**config.mk**
```make
export PLATFORM = sky130hd
export DESIGN_NAME = load_store_unit_flat
export DESIGN_NICKNAME = d
export VERILOG_FILES = /design/src/rtl/load_store_unit_if.sv /design/src/rtl/load_store_unit.sv /design/src/flat_wrapper.sv
export SDC_FILE = /design/constraint.sdc
export NUM_CORES = 1
export LEC_CHECK = 0
export CORE_UTILIZATION = 40
export CTS_BUF_LIST = sky130_fd_sc_hd__clkbuf_4
export DETAILED_ROUTE_END_ITERATION = 7
export HOLD_SLACK_MARGIN = 0.05
export PLACE_DENSITY = 0.71
export SKIP_LAST_GASP = 1
export SYNTH_ARGS = -nofsm -noshare
export SYNTH_HDL_FRONTEND = slang
export SYNTH_SLANG_ARGS = --single-unit
```
**constraint.sdc**
```tcl
create_clock -name clk -period 2.6 [get_ports clk]
set_input_delay 0.52 -clock clk [delete_from_list [all_inputs] [get_ports clk]]
set_output_delay 0.52 -clock clk [all_outputs]
set_load 0.005 [all_outputs]
```
**src/rtl/load_store_unit_if.sv**
```systemverilog
// Request/response and data-memory bus bundle for the load/store unit.
// The slave modport is the unit itself; the master modport is the
// surrounding pipeline plus the memory that answers the unit.
interface load_store_unit_if;
  logic        req_valid;
  logic        req_ready;
  logic        req_we;
  logic [1:0]  req_size;
  logic        req_unsigned;
  logic [31:0] req_addr;
  logic [31:0] req_wdata;
  logic        resp_valid;
  logic [31:0] resp_rdata;
  logic        resp_err;
  logic        mem_write_en;
  logic [31:0] mem_addr;
  logic [31:0] mem_write_data;
  logic [31:0] mem_read_data;

  modport master (
    output req_valid, req_we, req_size, req_unsigned, req_addr, req_wdata,
    output mem_read_data,
    input  req_ready, resp_valid, resp_rdata, resp_err,
    input  mem_write_en, mem_addr, mem_write_data
  );

  modport slave (
    input  req_valid, req_we, req_size, req_unsigned, req_addr, req_wdata,
    input  mem_read_data,
    output req_ready, resp_valid, resp_rdata, resp_err,
    output mem_write_en, mem_addr, mem_write_data
  );
endinterface

```
**src/rtl/load_store_unit.sv**
```systemverilog
// Load/store unit: turns pipeline load/store requests into accesses to a
// single-cycle word-only data memory. Sub-word stores are performed as a
// read-modify-write; loads return sign- or zero-extended little-endian lanes.
// All bus outputs are registered, so no path runs from req_* to mem_*.
module load_store_unit #(
  parameter bit ERR_ON_MISALIGN = 1'b1
) (
  input logic           clk,
  input logic           rst_n,
  load_store_unit_if.slave bus
);

  typedef enum logic [2:0] {
    IDLE   = 3'd0,
    LOAD   = 3'd1,
    RMW_RD = 3'd2,
    WRITE  = 3'd3,
    RESP   = 3'd4
  } state_t;

  state_t      state_r;
  logic [1:0]  size_r;
  logic        unsigned_r;
  logic [1:0]  lane_r;
  logic [31:0] wdata_r;

  logic        resp_valid_r;
  logic [31:0] resp_rdata_r;
  logic        resp_err_r;
  logic        mem_write_en_r;
  logic [31:0] mem_addr_r;
  logic [31:0] mem_write_data_r;

  logic        accept_s;
  logic        misaligned_s;
  logic        err_s;
  logic [31:0] word_addr_s;
  logic [1:0]  lane_s;

  // Pick the addressed byte/half lane out of a word and extend it.
  function automatic logic [31:0] extract_lane(input logic [31:0] word,
                                               input logic [1:0]  size,
                                               input logic [1:0]  lane,
                                               input logic        is_unsigned);
    logic [7:0]  b;
    logic [15:0] h;
    logic [31:0] res;
    b = word[{lane, 3'b000} +: 8];
    h = lane[1] ? word[31:16] : word[15:0];
    case (size)
      2'b00:   res = is_unsigned ? {24'h000000, b} : {{24{b[7]}}, b};
      2'b01:   res = is_unsigned ? {16'h0000, h} : {{16{h[15]}}, h};
      2'b10:   res = word;
      default: res = 32'h0000_0000;
    endcase
    return res;
  endfunction

  // Replace the addressed byte/half lane of a word with new store data.
  function automatic logic [31:0] merge_lane(input logic [31:0] old_word,
                                             input logic [31:0] wdata,
                                             input logic [1:0]  size,
                                             input logic [1:0]  lane);
    logic [31:0] res;
    res = old_word;
    case (size)
      2'b00: res[{lane, 3'b000} +: 8] = wdata[7:0];
      2'b01: begin
        if (lane[1]) begin
          res[31:16] = wdata[15:0];
        end else begin
          res[15:0] = wdata[15:0];
        end
      end
      2'b10:   res = wdata;
      default: res = old_word;
    endcase
    return res;
  endfunction

  assign bus.req_ready      = (state_r == IDLE);
  assign bus.resp_valid     = resp_valid_r;
  assign bus.resp_rdata     = resp_rdata_r;
  assign bus.resp_err       = resp_err_r;
  assign bus.mem_write_en   = mem_write_en_r;
  assign bus.mem_addr       = mem_addr_r;
  assign bus.mem_write_data = mem_write_data_r;

  // Classify the incoming request: error check, aligned word address, lane.
  // Misaligned halves/words are aligned down when not reported as errors.
  always_comb begin
    accept_s     = bus.req_valid && (state_r == IDLE);
    misaligned_s = ((bus.req_size == 2'b01) && bus.req_addr[0]) ||
                   ((bus.req_size == 2'b10) && (bus.req_addr[1:0] != 2'b00));
    err_s        = (bus.req_size == 2'b11) || (ERR_ON_MISALIGN && misaligned_s);
    word_addr_s  = {bus.req_addr[31:2], 2'b00};
    case (bus.req_size)
      2'b00:   lane_s = bus.req_addr[1:0];
      2'b01:   lane_s = {bus.req_addr[1], 1'b0};
      default: lane_s = 2'b00;
    endcase
  end

  // Request sequencer: latches the request and drives memory and response registers.
  always_ff @(posedge clk or negedge rst_n) begin
    if (!rst_n) begin
      state_r          <= IDLE;
      size_r           <= 2'b00;
      unsigned_r       <= 1'b0;
      lane_r           <= 2'b00;
      wdata_r          <= 32'h0000_0000;
      resp_valid_r     <= 1'b0;
      resp_rdata_r     <= 32'h0000_0000;
      resp_err_r       <= 1'b0;
      mem_write_en_r   <= 1'b0;
      mem_addr_r       <= 32'h0000_0000;
      mem_write_data_r <= 32'h0000_0000;
    end else begin
      case (state_r)
        IDLE: begin
          if (accept_s) begin
            size_r     <= bus.req_size;
            unsigned_r <= bus.req_unsigned;
            lane_r     <= lane_s;
            wdata_r    <= bus.req_wdata;
            if (err_s) begin
              resp_valid_r <= 1'b1;
              resp_err_r   <= 1'b1;
              resp_rdata_r <= 32'h0000_0000;
              state_r      <= RESP;
            end else if (!bus.req_we) begin
              mem_addr_r <= word_addr_s;
              state_r    <= LOAD;
            end else if (bus.req_size == 2'b10) begin
              mem_addr_r       <= word_addr_s;
              mem_write_en_r   <= 1'b1;
              mem_write_data_r <= bus.req_wdata;
              state_r          <= WRITE;
            end else begin
              mem_addr_r <= word_addr_s;
              state_r    <= RMW_RD;
            end
          end else begin
            state_r <= IDLE;
          end
        end
        LOAD: begin
          resp_rdata_r <= extract_lane(bus.mem_read_data, size_r, lane_r, unsigned_r);
          resp_valid_r <= 1'b1;
          resp_err_r   <= 1'b0;
          mem_addr_r   <= 32'h0000_0000;
          state_r      <= RESP;
        end
        RMW_RD: begin
          mem_write_data_r <= merge_lane(bus.mem_read_data, wdata_r, size_r, lane_r);
          mem_write_en_r   <= 1'b1;
          state_r          <= WRITE;
        end
        WRITE: begin
          mem_write_en_r   <= 1'b0;
          mem_addr_r       <= 32'h0000_0000;
          mem_write_data_r <= 32'h0000_0000;
          resp_valid_r     <= 1'b1;
          resp_err_r       <= 1'b0;
          resp_rdata_r     <= 32'h0000_0000;
          state_r          <= RESP;
        end
        RESP: begin
          resp_valid_r <= 1'b0;
          resp_err_r   <= 1'b0;
          resp_rdata_r <= 32'h0000_0000;
          state_r      <= IDLE;
        end
        default: begin
          resp_valid_r     <= 1'b0;
          resp_err_r       <= 1'b0;
          resp_rdata_r     <= 32'h0000_0000;
          mem_write_en_r   <= 1'b0;
          mem_addr_r       <= 32'h0000_0000;
          mem_write_data_r <= 32'h0000_0000;
          state_r          <= IDLE;
        end
      endcase
    end
  end

endmodule

```
**src/flat_wrapper.sv**
```systemverilog
// flat-port wrapper written by rule: the top's interface ports become plain ports
module load_store_unit_flat 
#(
  parameter bit ERR_ON_MISALIGN = 1'b1
)
  (clk, rst_n, bus_req_valid, bus_req_we, bus_req_size, bus_req_unsigned, bus_req_addr, bus_req_wdata, bus_mem_read_data, bus_req_ready, bus_resp_valid, bus_resp_rdata, bus_resp_err, bus_mem_write_en, bus_mem_addr, bus_mem_write_data);
  load_store_unit_if bus_i ();
  input logic clk;
  input logic rst_n;
  input wire logic [$bits(bus_i.req_valid)-1:0] bus_req_valid;
  input wire logic [$bits(bus_i.req_we)-1:0] bus_req_we;
  input wire logic [$bits(bus_i.req_size)-1:0] bus_req_size;
  input wire logic [$bits(bus_i.req_unsigned)-1:0] bus_req_unsigned;
  input wire logic [$bits(bus_i.req_addr)-1:0] bus_req_addr;
  input wire logic [$bits(bus_i.req_wdata)-1:0] bus_req_wdata;
  input wire logic [$bits(bus_i.mem_read_data)-1:0] bus_mem_read_data;
  output wire logic [$bits(bus_i.req_ready)-1:0] bus_req_ready;
  output wire logic [$bits(bus_i.resp_valid)-1:0] bus_resp_valid;
  output wire logic [$bits(bus_i.resp_rdata)-1:0] bus_resp_rdata;
  output wire logic [$bits(bus_i.resp_err)-1:0] bus_resp_err;
  output wire logic [$bits(bus_i.mem_write_en)-1:0] bus_mem_write_en;
  output wire logic [$bits(bus_i.mem_addr)-1:0] bus_mem_addr;
  output wire logic [$bits(bus_i.mem_write_data)-1:0] bus_mem_write_data;
  assign bus_i.req_valid = bus_req_valid;
  assign bus_i.req_we = bus_req_we;
  assign bus_i.req_size = bus_req_size;
  assign bus_i.req_unsigned = bus_req_unsigned;
  assign bus_i.req_addr = bus_req_addr;
  assign bus_i.req_wdata = bus_req_wdata;
  assign bus_i.mem_read_data = bus_mem_read_data;
  assign bus_req_ready = bus_i.req_ready;
  assign bus_resp_valid = bus_i.resp_valid;
  assign bus_resp_rdata = bus_i.resp_rdata;
  assign bus_resp_err = bus_i.resp_err;
  assign bus_mem_write_en = bus_i.mem_write_en;
  assign bus_mem_addr = bus_i.mem_addr;
  assign bus_mem_write_data = bus_i.mem_write_data;
  load_store_unit #(.ERR_ON_MISALIGN(ERR_ON_MISALIGN)) u_core (.clk(clk), .rst_n(rst_n), .bus(bus_i));
endmodule
```
==> metrics.txt <==
pin count of the biggest net entering global routing between 60 and 70; simple-gate area share of the yosys netlist ~7.5%; worst-case setup slack after placement -0.1896 ns; Final Slew Violations 0; total met2 wirelength after detailed routing around 11 mm; count of flip-flops with a built-in enable after synthesis 0; share of synthesized area occupied by flip-flops and latches 47.74%; share of synthesized registers carrying an async set or reset between 90% and 100%; Post-Layout Inst Area 9836 µm²; fraction of layout cells with a size suffix above 1 15.97%; min setup slack post-route 0.2464 ns; routability cong. a little under 0.9; fill cell total of the finished layout 1,477; WHS 0.4884 ns; setup repair after global routing missed its margin false; standard cell area after detailed placement 9568 µm²; amount of wire on met3 after detailed routing 2.225 mm; maximum clock insertion buffer count 2; final setup fails 0; Tcrit/Tclk final 90.52%; count of buffers from port buffering 200; TritonCTS clock tree built; Arrival @ worst endpoint 2.85 ns; critical path fanouts, max 16; CP Class reg2reg; signed area change from the synthesized netlist to the final layout 36.98%; total of warnings raised by yosys 0; worst-margin pin slew between 1 and 1.5 ns; drt initial violations 637; total net switching power 4.247 mW; detailed-route wire length 24.06 mm; relative contribution of combinational cells to total power 53.2%; mean cell area of the mapped netlist 11.40 µm²; Min-Delay Path Class in2async; gate count after technology mapping 630; uppermost layer routed met4; Clock Sink Count 137; Power Density 1069 nW/µm²; Overall Power 10.52 mW; critical path's largest stage delay 0.64 ns; worst rel slew slack between 10% and 20%; synthesized area 7181 µm²; Worst-Skew Late Latency ~0.56 ns; post-route DRC violation count 0; internal power consumption 6.268 mW; overall global routing resource usage 26.55%; vias per std cell a little over 6; average wire per cell in the routed design 22.59 µm; remaining number of nets flagged by the antenna check after routing 0; number of antenna violations at the first check in global routing 1; largest vdd supply drop 0.0005405 V; number of buffers inserted during clock tree synthesis 17; Primary FF master, synth sky130_fd_sc_hd__dfrtp_1; Setup crit start kind flop; wire length of the first global-routing pass 36.92 mm; mux cell area share after synthesis 9.880%; Max H-tree Level 4; CTS clk-pin slew, worst paths 0.14 ns; Max-Cap Viols 0; required time of the critical path 3.10 ns; share of total power in the clock network 11.6%; sequential share of power 35.2%; Yosys cell types 56; via count of the first global-routing pass 6,493; number of iterations in the first detailed-routing pass 5; arithmetic-cell share of the synthesized area counting full adders, half adders and majority gates 0.8712%; final critical delay including setup and external delays 2.354 ns; Die ar. between 15,000 and 20,000 µm²; hold violation total from the final report 0; Top Ports ~200; detailed-route wire length on metal 1 10.07 mm; Highest Clock Rate about 420 MHz; number of nets in the layout a little over 900; total vias in the final route 6,626; GR Overflow Total 0; endpoint kind of the worst setup timing path flop; die height 136.0 µm; run status finished, final reports clean; leakage component of the power around 4 nW; fraction of the mapped netlist area in compound gates 29.43%; cell at the root of the clock tree sky130_fd_sc_hd__clkbuf_4; count of state elements after synthesis between 100 and 150; starting density of the core 41.23%; post-synthesis xor/xnor area fraction 0%; Post-DP HPWL 17.44 mm; Rows 48; crit path cell chain buf_4 > or4b_1 > o21bai_4 > a211oi_4 > a221o_1; post-route core utilization between 50 and 60%; Max stage delay cell, worst path sky130_fd_sc_hd__a211oi_4; combinational family with the most area after synthesis compound AO/OA/AOI/OAI gates; area inside the core boundary 17,420 µm²; switching power share of the total 40.39%; largest clock skew in the final design 0.02138 ns; DIE WIDTH 136.0 µm
-- metal layers --
metal	vias up	track usage, %
li1	2904	-
met2	390	42.04
met4	0	8.889
met3	43	6.003
met1	3289	35.85
met5	-	0
-- final timing paths --
kind / start / endpoint / slack [ns] / depth (start not counted)
setup / recovery: u_core.state_r[2]$_DFF_PN0_ / u_core.bus.resp_rdata[28]$_DFFE_PN0P_ / 0.25 / 5
hold / removal: rst_n / u_core.wdata_r[11]$_DFFE_PN0P_ / 0.49 / 2
setup reg to reg: u_core.state_r[2]$_DFF_PN0_ / u_core.bus.resp_rdata[28]$_DFFE_PN0P_ / 0.25 / 5
hold reg to reg: u_core.bus.mem_write_data[14]$_DFFE_PN0P_ / u_core.bus.mem_write_data[14]$_DFFE_PN0P_ / 0.51 / 1
max in group asynchronous: rst_n / u_core.bus.resp_rdata[2]$_DFFE_PN0P_ / 1.39 / 3
min in group clk: u_core.bus.mem_write_data[14]$_DFFE_PN0P_ / u_core.bus.mem_write_data[14]$_DFFE_PN0P_ / 0.51 / 1
-- registers in the layout, summed over array words and instances (netlist names) --
signal	count
u_core.bus.mem_write_data	32
u_core.bus.mem_addr	30
u_core.size_r	2
u_core.bus.mem_write_en	1
u_core.bus.resp_err	1
u_core.wdata_r	32
u_core.bus.resp_rdata	32
u_core.state_r	3
u_core.unsigned_r	1
u_core.bus.resp_valid	1
u_core.lane_r	2
-- per-stage QoR --
| stage | TNS (ns) | instances |
|---|---|---|
| 6_report | 0 | 1065 |
| 3_3_place_gp | -1.781 | 1030 |
| 4_1_cts | 0 | 1064 |
| 5_1_grt | 0 | 1065 |
| 3_5_place_dp | -5.537 | 1030 |
| 2_1_floorplan | 0 | 631 |
-- power groups by stage --
stage / logic (mW) / registers (mW) / clock network (mW)
after floorplan: 3.23 / 3.53 / 0
after global placement: 5.35 / 3.73 / 0
after detailed placement: 5.50 / 3.74 / 0
after CTS: 5.57 / 3.69 / 1.25
after global routing: 6.03 / 3.79 / 1.34
final: 5.59 / 3.70 / 1.22
-- cell type report --
cell class	count	area, µm²	area share, %
Antenna cell	1	2.502	0.02544
Clock buffer	17	127.6	1.298
Clock inverter	14	105.1	1.069
Inverter	15	56.30	0.5724
Multi-Input combinational cell	415	3465	35.22
Sequential cell	137	3432	34.89
Tap cell	225	281.5	2.862
Timing Repair Buffer	241	2366	24.06
-- critical path: cells and delay by family (launching register included) --
kind	cells	cell delay, ns
simple gates	1	0.60
buf+inv	1	0.17
compound gates	3	1.09
flops	1	0.43
-- logic make-up after synthesis --
| family | Yosys count |
|---|---|
| simple gates | 98 |
| fa+ha+maj | 5 |
| compound gates | 254 |
| other cells | 1 |
| mux | 56 |
| buf+inv | 79 |
| flops | 137 |
-- cells in the final DEF, fill, tap and decap left out, drive strengths merged, types with 9 or more instances in the layout --
cell           instances
o2bb2ai                9
mux2                  39
a32o                  13
buf                   41
clkdlybuf4s50        198
a221oi                15
dfrtp                137
a31oi                 10
nor2b                 10
a21o                  17
clkbuf                17
a221o                 46
nor2                  23
inv                   16
a22o                  54
a21oi                 13
o21ai                 21
mux2i                  9
nand3                 13
nand2                 21
-- synthesized netlist by cell type (all sizes together), types with 3 or more instances --
| library cell | count | area (µm²) |
|---|---|---|
| and2 | 3 | 18.77 |
| a221oi | 15 | 131.4 |
| nor2b | 10 | 62.56 |
| a31oi | 10 | 62.56 |
| inv | 15 | 56.30 |
| dfrtp | 137 | 3428 |
| and3b | 7 | 61.31 |
| o2bb2ai | 9 | 78.83 |
| clkbuf | 41 | 153.9 |
| nor2 | 23 | 86.33 |
| o311ai | 8 | 70.07 |
| nand2 | 21 | 78.83 |
| o21ai | 21 | 105.1 |
| a21o | 17 | 127.6 |
| a211o | 3 | 26.28 |
| o21a | 3 | 22.52 |
| a22oi | 8 | 60.06 |
| a21oi | 13 | 65.06 |
| nor3b | 4 | 35.03 |
| buf | 23 | 117.6 |
| a22o | 54 | 473.0 |
| nand3 | 13 | 65.06 |
| a211oi | 8 | 72.57 |
| a221o | 46 | 460.4 |
| mux4 | 8 | 180.2 |
| a32oi | 8 | 70.07 |
| mux2i | 9 | 90.09 |
| nand4b | 3 | 26.28 |
| a311oi | 3 | 26.28 |
| a32o | 13 | 130.1 |
| o211ai | 8 | 60.06 |
| ha | 5 | 62.56 |
| mux2 | 39 | 439.2 |
-- repair_timing --
item,in CTS,in global routing
hold buffers,1,0
setup endpoints to repair,1,1
pin swaps,0,0
resized for setup,3,1
hold endpoints to repair,59,0
setup buffers,2,0
Note: power is estimated with default switching activity, not from simulation.
